`src/rtl/control_seq_if.sv`:
```
`default_nettype none
// ============================================================================
// Module  : control_seq_if
// Purpose : Program-memory, datapath-control and data-RAM handshake bundle
//           between the control sequencer (master) and its surroundings.
// Revision: 1.0  initial release
// ============================================================================
interface control_seq_if #(
  parameter int OPC_W  = 5,
  parameter int ADDR_W = 11
);
  localparam int INS_W = OPC_W + ADDR_W;

  logic [INS_W-1:0]  data;
  logic [ADDR_W-1:0] addr;
  logic              acc_zero;
  logic              mem_ready;
  logic [1:0]        sel_a;
  logic              sel_b;
  logic              wr_acc;
  logic              op;
  logic              wr_ram;
  logic              rd_ram;
  logic [ADDR_W-1:0] operand;
  logic              halted;
  logic              illegal;

  modport master (
    input  data, acc_zero, mem_ready,
    output addr, sel_a, sel_b, wr_acc, op, wr_ram, rd_ram, operand, halted, illegal
  );

  modport slave (
    output data, acc_zero, mem_ready,
    input  addr, sel_a, sel_b, wr_acc, op, wr_ram, rd_ram, operand, halted, illegal
  );
endinterface
`default_nettype wire

```
`src/rtl/control_seq.sv`:
```
`default_nettype none
// ============================================================================
// Module  : control_seq
// Purpose : Accumulator-machine control sequencer: fetch/exec/mem/halt FSM,
//           program counter, instruction register and datapath strobes.
// Revision: 1.0  initial release
// ============================================================================
module control_seq #(
  parameter int OPC_W  = 5,
  parameter int ADDR_W = 11
) (
  input  wire logic     clk,
  input  wire logic     reset,
  control_seq_if.master bus
);
  localparam int INS_W = OPC_W + ADDR_W;

  localparam logic [OPC_W-1:0] c_OP_HLT  = OPC_W'(0);
  localparam logic [OPC_W-1:0] c_OP_STO  = OPC_W'(1);
  localparam logic [OPC_W-1:0] c_OP_LD   = OPC_W'(2);
  localparam logic [OPC_W-1:0] c_OP_LDI  = OPC_W'(3);
  localparam logic [OPC_W-1:0] c_OP_ADD  = OPC_W'(4);
  localparam logic [OPC_W-1:0] c_OP_ADDI = OPC_W'(5);
  localparam logic [OPC_W-1:0] c_OP_SUB  = OPC_W'(6);
  localparam logic [OPC_W-1:0] c_OP_SUBI = OPC_W'(7);
  localparam logic [OPC_W-1:0] c_OP_JMP  = OPC_W'(8);
  localparam logic [OPC_W-1:0] c_OP_BEQ  = OPC_W'(9);
  localparam logic [OPC_W-1:0] c_OP_BNE  = OPC_W'(10);

  typedef enum logic [1:0] {
    S_FETCH = 2'd0,
    S_EXEC  = 2'd1,
    S_MEM   = 2'd2,
    S_HALT  = 2'd3
  } state_t;

  state_t            r_state;
  logic [INS_W-1:0]  r_ir;
  logic [ADDR_W-1:0] r_addr;
  logic              r_halted;
  logic              r_illegal;

  logic [OPC_W-1:0]  w_opc;
  logic [ADDR_W-1:0] w_operand;
  logic [ADDR_W-1:0] w_addr_inc;
  logic [1:0]        w_sel_a;
  logic              w_sel_b;
  logic              w_op;
  logic              w_wr_acc;
  logic              w_wr_ram;
  logic              w_rd_ram;

  assign w_opc      = r_ir[INS_W-1:ADDR_W];
  assign w_operand  = r_ir[ADDR_W-1:0];
  assign w_addr_inc = r_addr + ADDR_W'(1);

  always_ff @(posedge clk or negedge reset) begin
    if (!reset) begin
      r_state   <= S_FETCH;
      r_ir      <= '0;
      r_addr    <= '0;
      r_halted  <= 1'b0;
      r_illegal <= 1'b0;
    end else begin
      unique case (r_state)
        S_FETCH: begin
          r_ir    <= bus.data;
          r_state <= S_EXEC;
        end
        S_EXEC: begin
          case (w_opc)
            c_OP_LDI, c_OP_ADDI, c_OP_SUBI: begin
              r_addr  <= w_addr_inc;
              r_state <= S_FETCH;
            end
            c_OP_JMP: begin
              r_addr  <= w_operand;
              r_state <= S_FETCH;
            end
            c_OP_BEQ: begin
              r_addr  <= bus.acc_zero ? w_operand : w_addr_inc;
              r_state <= S_FETCH;
            end
            c_OP_BNE: begin
              r_addr  <= bus.acc_zero ? w_addr_inc : w_operand;
              r_state <= S_FETCH;
            end
            c_OP_STO, c_OP_LD, c_OP_ADD, c_OP_SUB: begin
              r_state <= S_MEM;
            end
            c_OP_HLT: begin
              r_halted <= 1'b1;
              r_state  <= S_HALT;
            end
            default: begin
              // Undefined opcode stops the core and leaves a sticky flag.
              r_illegal <= 1'b1;
              r_halted  <= 1'b1;
              r_state   <= S_HALT;
            end
          endcase
        end
        S_MEM: begin
          if (bus.mem_ready) begin
            r_addr  <= w_addr_inc;
            r_state <= S_FETCH;
          end
        end
        S_HALT: begin
          r_state <= S_HALT;
        end
      endcase
    end
  end

  // Strobes follow state directly so an async reset drops them at once.
  always_comb begin
    w_sel_a  = 2'd0;
    w_sel_b  = 1'b0;
    w_op     = 1'b0;
    w_wr_acc = 1'b0;
    w_wr_ram = 1'b0;
    w_rd_ram = 1'b0;
    if (r_state == S_EXEC) begin
      case (w_opc)
        c_OP_LDI: begin
          w_sel_a  = 2'd1;
          w_wr_acc = 1'b1;
        end
        c_OP_ADDI, c_OP_SUBI: begin
          w_sel_a  = 2'd2;
          w_sel_b  = 1'b1;
          w_op     = (w_opc == c_OP_SUBI);
          w_wr_acc = 1'b1;
        end
        default: ;
      endcase
    end else if (r_state == S_MEM) begin
      case (w_opc)
        c_OP_STO: w_wr_ram = 1'b1;
        c_OP_LD: begin
          w_rd_ram = 1'b1;
          w_wr_acc = bus.mem_ready;
        end
        c_OP_ADD, c_OP_SUB: begin
          w_rd_ram = 1'b1;
          w_sel_a  = 2'd2;
          w_op     = (w_opc == c_OP_SUB);
          w_wr_acc = bus.mem_ready;
        end
        default: ;
      endcase
    end
  end

  assign bus.addr    = r_addr;
  assign bus.operand = w_operand;
  assign bus.halted  = r_halted;
  assign bus.illegal = r_illegal;
  assign bus.sel_a   = w_sel_a;
  assign bus.sel_b   = w_sel_b;
  assign bus.op      = w_op;
  assign bus.wr_acc  = w_wr_acc;
  assign bus.wr_ram  = w_wr_ram;
  assign bus.rd_ram  = w_rd_ram;
endmodule
`default_nettype wire

```
`src/flat_wrapper.sv`:
```
// flat-port wrapper written by rule: the top's interface ports become plain ports
module control_seq_flat 
#(
  parameter int OPC_W  = 5,
  parameter int ADDR_W = 11
)
  (clk, reset, bus_data, bus_acc_zero, bus_mem_ready, bus_addr, bus_sel_a, bus_sel_b, bus_wr_acc, bus_op, bus_wr_ram, bus_rd_ram, bus_operand, bus_halted, bus_illegal);
  control_seq_if #(.OPC_W(OPC_W), .ADDR_W(ADDR_W)) bus_i ();
  input  wire logic clk;
  input  wire logic reset;
  input wire logic [$bits(bus_i.data)-1:0] bus_data;
  input wire logic [$bits(bus_i.acc_zero)-1:0] bus_acc_zero;
  input wire logic [$bits(bus_i.mem_ready)-1:0] bus_mem_ready;
  output wire logic [$bits(bus_i.addr)-1:0] bus_addr;
  output wire logic [$bits(bus_i.sel_a)-1:0] bus_sel_a;
  output wire logic [$bits(bus_i.sel_b)-1:0] bus_sel_b;
  output wire logic [$bits(bus_i.wr_acc)-1:0] bus_wr_acc;
  output wire logic [$bits(bus_i.op)-1:0] bus_op;
  output wire logic [$bits(bus_i.wr_ram)-1:0] bus_wr_ram;
  output wire logic [$bits(bus_i.rd_ram)-1:0] bus_rd_ram;
  output wire logic [$bits(bus_i.operand)-1:0] bus_operand;
  output wire logic [$bits(bus_i.halted)-1:0] bus_halted;
  output wire logic [$bits(bus_i.illegal)-1:0] bus_illegal;
  assign bus_i.data = bus_data;
  assign bus_i.acc_zero = bus_acc_zero;
  assign bus_i.mem_ready = bus_mem_ready;
  assign bus_addr = bus_i.addr;
  assign bus_sel_a = bus_i.sel_a;
  assign bus_sel_b = bus_i.sel_b;
  assign bus_wr_acc = bus_i.wr_acc;
  assign bus_op = bus_i.op;
  assign bus_wr_ram = bus_i.wr_ram;
  assign bus_rd_ram = bus_i.rd_ram;
  assign bus_operand = bus_i.operand;
  assign bus_halted = bus_i.halted;
  assign bus_illegal = bus_i.illegal;
  control_seq #(.OPC_W(OPC_W), .ADDR_W(ADDR_W)) u_core (.clk(clk), .reset(reset), .bus(bus_i));
endmodule
```
`config.mk`:
```
export PLATFORM = sky130hd
export DESIGN_NAME = control_seq_flat
export DESIGN_NICKNAME = d
export VERILOG_FILES = /design/src/rtl/control_seq_if.sv /design/src/rtl/control_seq.sv /design/src/flat_wrapper.sv
export SDC_FILE = /design/constraint.sdc
export NUM_CORES = 1
export LEC_CHECK = 0
export CAP_MARGIN = 40
export CORE_MARGIN = 2
export CORE_UTILIZATION = 43
export CTS_CLUSTER_DIAMETER = 30
export DETAILED_ROUTE_END_ITERATION = 10
export HOLD_SLACK_MARGIN = 0.02
export PLACE_DENSITY = 0.83
export RECOVER_POWER = 25
export SLEW_MARGIN = 20
export SYNTH_ARGS = -nofsm -noshare
export SYNTH_HDL_FRONTEND = slang
export SYNTH_SLANG_ARGS = --single-unit
```
`constraint.sdc`:
```
create_clock -name clk -period 1.9 [get_ports clk]
set_clock_uncertainty 0.2 [all_clocks]
set_input_delay 0.38 -clock clk [delete_from_list [all_inputs] [get_ports clk]]
set_output_delay 0.38 -clock clk [all_outputs]
set_load 0.005 [all_outputs]
```
==> results of run 1 <==
logic make-up (layout without fill, tap and decap cells):
family	Yosys count	after routing	share of synthesized area [%]
simple gates	45	45	13.1
compound gates	40	40	19.3
flops	31	31	43.9
mux	24	24	14.9
buf+inv	23	100	8.14
fa+ha+maj	1	1	0.708
metrics by stage:
stage	setup TNS (ns)	std cells	hold WS (ns)	total power, mW	worst slack [ns]
final	-1.27	291	0.276	4.14	-0.123
after CTS	-1.78	288	0.281	3.88	-0.150
after global placement	-6.56	272	0.264	3.04	-0.555
after floorplan	-0.242	164	-0.116	2.24	-0.0599
after global routing	-2.41	291	0.289	4.38	-0.200
after detailed placement	-6.85	272	0.266	3.08	-0.599
area by class of cell:
class	count	area share [%]
Tap cell	50	2.21
Inverter	2	0.266
Clock buffer	6	2.92
Clock inverter	1	0.177
Multi-Input combinational cell	110	37.6
Sequential cell	31	27.6
Timing Repair Buffer	91	29.3
sequential cells by signal, indices dropped and copies added, names as in the netlist:
signal,cells
u_core.bus.halted,1
u_core.r_ir,16
u_core.bus.addr,11
u_core.r_state,2
u_core.bus.illegal,1
cell usage after synthesis, types with 3 or more instances:
cell type / number / share of area (%)
sky130_fd_sc_hd__a2bb2oi_1: 4 / 2.0
sky130_fd_sc_hd__nand2_1: 16 / 3.4
sky130_fd_sc_hd__o21ai_0: 4 / 1.1
sky130_fd_sc_hd__nor2_1: 4 / 0.85
sky130_fd_sc_hd__o2bb2a_1: 6 / 3.4
sky130_fd_sc_hd__nand2b_1: 3 / 1.1
sky130_fd_sc_hd__nand3_1: 5 / 1.4
sky130_fd_sc_hd__buf_4: 11 / 4.7
sky130_fd_sc_hd__a21oi_1: 5 / 1.4
sky130_fd_sc_hd__nand4_1: 3 / 1.1
sky130_fd_sc_hd__a22oi_1: 5 / 2.1
sky130_fd_sc_hd__clkbuf_1: 5 / 1.1
sky130_fd_sc_hd__mux2i_1: 6 / 3.4
sky130_fd_sc_hd__mux2_2: 18 / 11
sky130_fd_sc_hd__a22oi_2: 3 / 2.1
sky130_fd_sc_hd__dfrtp_1: 31 / 44
worst max path at each step:
stage                                from                 end  slack, ns
final                     u_core.r_ir[13]  u_core.bus.addr[2]      -0.12
after global routing      u_core.r_ir[13]  u_core.bus.addr[1]      -0.20
after CTS                 u_core.r_ir[15]  u_core.bus.addr[3]      -0.15
after detailed placement    bus_mem_ready          bus_wr_acc      -0.60
after global placement      bus_mem_ready          bus_wr_acc      -0.55
after floorplan           u_core.r_ir[12]  u_core.bus.addr[7]      -0.06
report_power, final:
group | switching [mW] | total (mW) | leakage, nW | internal [mW]
Clock | 0.228 | 0.511 | 0.0470 | 0.283
Combinational | 0.878 | 2.29 | 0.782 | 1.41
Sequential | 0.367 | 1.34 | 0.361 | 0.975
per-layer routing:
layer / vias up / track usage (%) / share of wire [%]
met5: - / 0 / 0
met4: 0 / 8.50 / 1.7
met3: 8 / 3.13 / 4.3
met2: 39 / 38.7 / 54
met1: 802 / 26.8 / 40
li1: 753 / - / -
repair_timing:
| action | CTS | global route |
|---|---|---|
| buffers inserted | 7 | 4 |
| cloned | 2 | 0 |
| resized for setup | 58 | 27 |
| pin swaps | 15 | 9 |
| endpoints found under the setup margin | 18 | 19 |
==> reports/results.txt, run 1 <==
via/cell ratio -> 5.51
count of standard-cell rows -> 23
initial antenna violation count -> 0
Register Area -> 779 sq um
number of vias after detailed routing -> 1,602
number of maximum-capacitance constraint violations -> 0
fraction of layout cells with a size suffix above 1 -> 47.7%
Hold Violations, Final -> 0
Worst Reg2Reg Path Length in Cells -> 5
NumNets Final -> 262
instance area at placement -> 0.00244 sq mm
core region area -> 0.00397 sq mm
hold path startpoint -> u_core.bus.illegal
path length in cells of the critical path -> 5
share of the clock period used by the worst path after layout -> 106%
ANT nets after route -> 0
first drt pass iteration count -> 4
vias in the first global route -> 1,557
kind of start point of the critical path -> flip-flop
most instantiated flip-flop cell in the synthesis netlist -> sky130_fd_sc_hd__dfrtp_1
Worst Path Class, Setup -> reg2reg
latest clock arrival within the worst-skew pair -> 0.28 ns
count of flip-flops with a built-in enable after synthesis -> 0
end point of the worst hold path -> u_core.bus.illegal
Routability Congestion -> 0.848
ports placed on the boundary -> 51
CTS clock-pin slew for the worst setup and hold paths -> 0.06 ns
total gr overflow -> 0
area taken by multi-input logic gates -> 0.00106 sq mm
origin of the critical flop-to-flop path -> u_core.r_ir[13]
largest net degree at the start of global routing -> 32
Setup crit end kind -> flip-flop
clk buf depth -> 2
Diodes inserted -> 0
total number of H-tree levels -> 2
leading cell type in the layout, fill and taps excluded -> sky130_fd_sc_hd__clkdlybuf4s50_1
violations in the final reports -> setup timing
unrepaired setup endpoints after global routing -> true
Util after Layout -> 71.2%
fraction of the yosys area taken by sequential cells -> 43.9%
synthesis-to-layout area growth -> 60.0%
most frequent cells in the layout -> sky130_fd_sc_hd__clkdlybuf4s50_1 (40), sky130_fd_sc_hd__buf_4 (31), sky130_fd_sc_hd__dfrtp_1 (28)
drc violations -> 0
total number of yosys warnings -> 0
wire length of the first global-routing pass -> 7450 microns
DP Wirelength -> 3030 microns
number of stages on the worst hold path -> 1
GR Util All Layers -> 21.9%
post-route setup slack -> -0.123 ns
Horiz. Die Dim -> 68.1 microns
Post-Syn Nets -> 185
Post-Route WL -> 4960 microns
TritonCTS clock tree -> yes
data arrival time of the worst path -> 1.99 ns
DIE AREA -> 0.00464 sq mm
per-instance average area after synthesis -> 10.8 sq um
Chip Height -> 68.1 microns
largest delay contributor family on the critical path -> simple AND/OR/NAND/NOR gates
Fill cells -> 268
maximum cell stage delay along the critical path -> 0.41 ns
Slew Limit Fails -> 0
measured slew at the worst slew-check pin -> 0.752 ns
power per unit of standard cell area -> 1460 mW/mm^2
Crit Path Max Fanout -> 5
Lkg Pwr -> 1.19 nW
Hold/Removal Path Class -> reg2reg
Max Fclk -> 494 MHz
status -> finished, violations left
Gate Count Post-Synth -> 164
asr flop ratio synth -> 100%
cell at the root of the clock tree -> sky130_fd_sc_hd__clkbuf_8
Layout Cell Area excl Fill -> 0.00283 sq mm
number of different library cells in the post-synthesis netlist -> 41
Port Buffers -> 50
total of flip-flops plus latches after synthesis -> 31
required time of the critical path -> 1.86 ns
Final setup viols -> 17
clock buffers created by TritonCTS -> 5
maximum resistive drop on vdd -> 1050 uV
Clock Sinks -> 31
Critical-path top delay cell -> sky130_fd_sc_hd__or3b_4
number of hold buffers added after cts -> 0
clock period minus worst slack -> 2.02 ns
critical-path cell list -> or3b_4 > or3_4 > buf_12 > mux2i_1 > o2bb2a_2
Reg2Reg Capture Point -> u_core.bus.addr[2]
initial standard-cell utilization of the core -> 44.5%
drt initial violations -> 83
average detailed-routed wire length per instance -> 17.0 microns
Synth Cell Area -> 0.00177 sq mm
Slew HR -> 49.8%
flop2flop setup slack -> -0.12 ns
number of buffer and inverter stages on the critical path -> 1
No activity file was read; power rests on OpenSTA's default activity.
==> run 2, diff against run 1 <==
--- a/config.mk
+++ b/config.mk
@@ -7,12 +7,11 @@
 export LEC_CHECK = 0
 export CAP_MARGIN = 40
 export CORE_MARGIN = 2
-export CORE_UTILIZATION = 43
+export CORE_UTILIZATION = 47
 export CTS_CLUSTER_DIAMETER = 30
 export DETAILED_ROUTE_END_ITERATION = 10
 export HOLD_SLACK_MARGIN = 0.02
-export PLACE_DENSITY = 0.83
-export RECOVER_POWER = 25
+export PLACE_DENSITY = 0.86
 export SLEW_MARGIN = 20
 export SYNTH_ARGS = -nofsm -noshare
 export SYNTH_HDL_FRONTEND = slang
==> constraint.sdc (replaced) <==
create_clock -name clk -period 2.2 [get_ports clk]
set_clock_uncertainty 0.2 [all_clocks]
set_input_delay 0.44 -clock clk [delete_from_list [all_inputs] [get_ports clk]]
set_output_delay 0.44 -clock clk [all_outputs]
set_load 0.005 [all_outputs]
==> run 2 against run 1 <==
The run now ends clean; die area down 8.0%; non-clock buffer count down 12; via count is 2.4% lower; register-to-register slack improved by 0.21 ns; global-route usage is 0.14 points lower; setup slack gained 0.17 ns; highest routed layer unchanged; first-iteration DRC count up 4.8%; hold slack better by 0.0073 ns; clock-buffer cell count unchanged; critical path type is now reg2out; combinational power decreased by 30%.
==> reports/results.txt, run 2 (synthesized netlist as in run 1, its figures left out) <==
part of the power in combinational logic -> 50.0%
DP Wirelength -> 2930 microns
drt initial violations -> 87
status -> completed
largest net degree at the start of global routing -> 32
Reg2Reg Capture Point -> u_core.bus.addr[8]
fraction of power consumed by sequential logic -> 36.4%
total gr overflow -> 0
maximum cell stage delay along the critical path -> 0.43 ns
drc violations -> 0
initial standard-cell utilization of the core -> 48.6%
Slew HR -> 73.7%
ANT nets after route -> 0
post-route setup slack -> 0.0467 ns
instance area at placement -> 0.00234 sq mm
ports placed on the boundary -> 51
Horiz. Die Dim -> 65.3 microns
Psw -> 1.12 mW
average detailed-routed wire length per instance -> 16.3 microns
critical-path cell list -> buf_4 > nand2b_1 > or3_1 > a21oi_1 > buf_2
clock period minus worst slack -> 2.15 ns
placed instance count -> 259
Max Fclk -> 464 MHz
number of non-filler instances in the completed layout -> 277
fraction of layout cells with a size suffix above 1 -> 31.9%
total number of H-tree levels -> 2
fraction of power spent switching nets -> 34.9%
first drt pass iteration count -> 4
hold slack -> 0.283 ns
Port Buffers -> 50
Worst Path Class, Setup -> reg2out
maximum resistive drop on vdd -> 682 uV
Clock Sinks -> 31
number of stages on the worst hold path -> 1
Routability Congestion -> 0.897
hold path startpoint -> u_core.bus.halted
largest register by flop count -> u_core.r_ir
part of the power in the clock network -> 13.7%
Post-Route WL -> 4520 microns
origin of the critical flop-to-flop path -> u_core.r_ir[15]
Lkg Pwr -> 1.13 nW
Diodes inserted -> 0
clk buf depth -> 2
end point of the worst hold path -> u_core.bus.halted
post-route total power -> 3.23 mW
number of maximum-capacitance constraint violations -> 0
TritonCTS clock tree -> yes
number of vias after detailed routing -> 1,564
required time of the critical path -> 1.56 ns
vias in the first global route -> 1,488
Worst Reg2Reg Path Length in Cells -> 5
core region area -> 0.00363 sq mm
Placement Setup Slack -> -0.402 ns
Final setup viols -> 0
Slew Limit Fails -> 0
wire length of the first global-routing pass -> 7080 microns
leading cell type in the layout, fill and taps excluded -> sky130_fd_sc_hd__clkdlybuf4s50_1
measured slew at the worst slew-check pin -> 0.395 ns
setup total negative slack -> 0 ns
NumNets Final -> 250
flop2flop setup slack -> 0.09 ns
initial antenna violation count -> 0
power per unit of standard cell area -> 1250 mW/mm^2
via/cell ratio -> 5.65
share of the clock period used by the worst path after layout -> 97.9%
Layout Cell Area excl Fill -> 0.00257 sq mm
clock buffers created by TritonCTS -> 5
Setup crit end kind -> output pin
cell internal power dissipation -> 2.10 mW
Crit Path Max Fanout -> 3
latest clock arrival within the worst-skew pair -> 0.28 ns
Critical-path top delay cell -> sky130_fd_sc_hd__dfrtp_1
synthesis-to-layout area growth -> 45.7%
Chip Height -> 65.3 microns
count of standard-cell rows -> 22
kind of start point of the critical path -> flip-flop
data arrival time of the worst path -> 1.51 ns
most frequent cells in the layout -> sky130_fd_sc_hd__clkdlybuf4s50_1 (41), sky130_fd_sc_hd__dfrtp_1 (29), sky130_fd_sc_hd__buf_4 (27)
Hold/Removal Path Class -> reg2reg
CTS clock-pin slew for the worst setup and hold paths -> 0.06 ns
GR Util All Layers -> 21.8%
Util after Layout -> 70.8%
Hold Violations, Final -> 0
cell at the root of the clock tree -> sky130_fd_sc_hd__clkbuf_8
number of flip-flops in the largest register -> 16
DIE AREA -> 0.00427 sq mm
run 2: changes by cell type in the layout (fill, tap and decap cells not counted), sizes merged:
cell	before	now
clkdlybuf4s50	40	41
dlymetal6s2s	0	3
buf	47	29
dlygate4sd2	2	3
clkbuf	7	9
dlygate4sd3	1	0
run 2: area by class of cell:
type                       instances  area (sq um)
clock buffer                       6          82.6
clock inverter                     1          5.00
fill                             271          1060
inverter                           2          7.51
multi-input combinational        110           903
sequential                        31           778
tap                               48          60.1
timing repair buffer              79           737
run 2: worst max-delay path: cells and delay by family, from the launching register on:
family,cells,cell delay (ns)
buf+inv,2,0.28
simple gates,2,0.39
flops,1,0.43
compound gates,1,0.14
run 2: routing by layer:
metal  GRT usage [%]  vias up  part of all wire (%)
met1            27.6      772                    42
met2            37.4       56                    52
met3            3.60        7                   4.8
met5               0        -                     0
met4            7.81        0                   1.3
li1                -      729                     -
run 2: repair_timing:
action / in CTS / in global routing
pin swaps: 2 / 4
cloned: 0 / 1
buffers inserted: 7 / 3
endpoints found under the setup margin: 14 / 10
hold buffers: 0 / 0
hold endpoints to repair: 0 / 0
gates resized for setup: 22 / 10
run 2: power groups by stage:
| stage | sequential (mW) | combinational, mW | clock, mW |
|---|---|---|---|
| 2_1_floorplan | 1.05 | 0.835 | 0 |
| 3_3_place_gp | 1.14 | 1.34 | 0 |
| 3_5_place_dp | 1.16 | 1.37 | 0 |
| 4_1_cts | 1.17 | 1.51 | 0.449 |
| 5_1_grt | 1.21 | 1.73 | 0.479 |
| 6_report | 1.17 | 1.61 | 0.441 |
run 2: worst max-delay path by stage:
stage | from | endpoint | cells after the start
floorplan | u_core.r_ir[15] | u_core.bus.addr[1] | 4
global placement | bus_mem_ready | bus_wr_acc | 5
global route | u_core.r_state[1] | bus_wr_acc | 5
detailed placement | bus_mem_ready | bus_wr_acc | 5
CTS | u_core.r_ir[15] | bus_wr_ram | 6
finish | u_core.r_state[1] | bus_wr_acc | 5
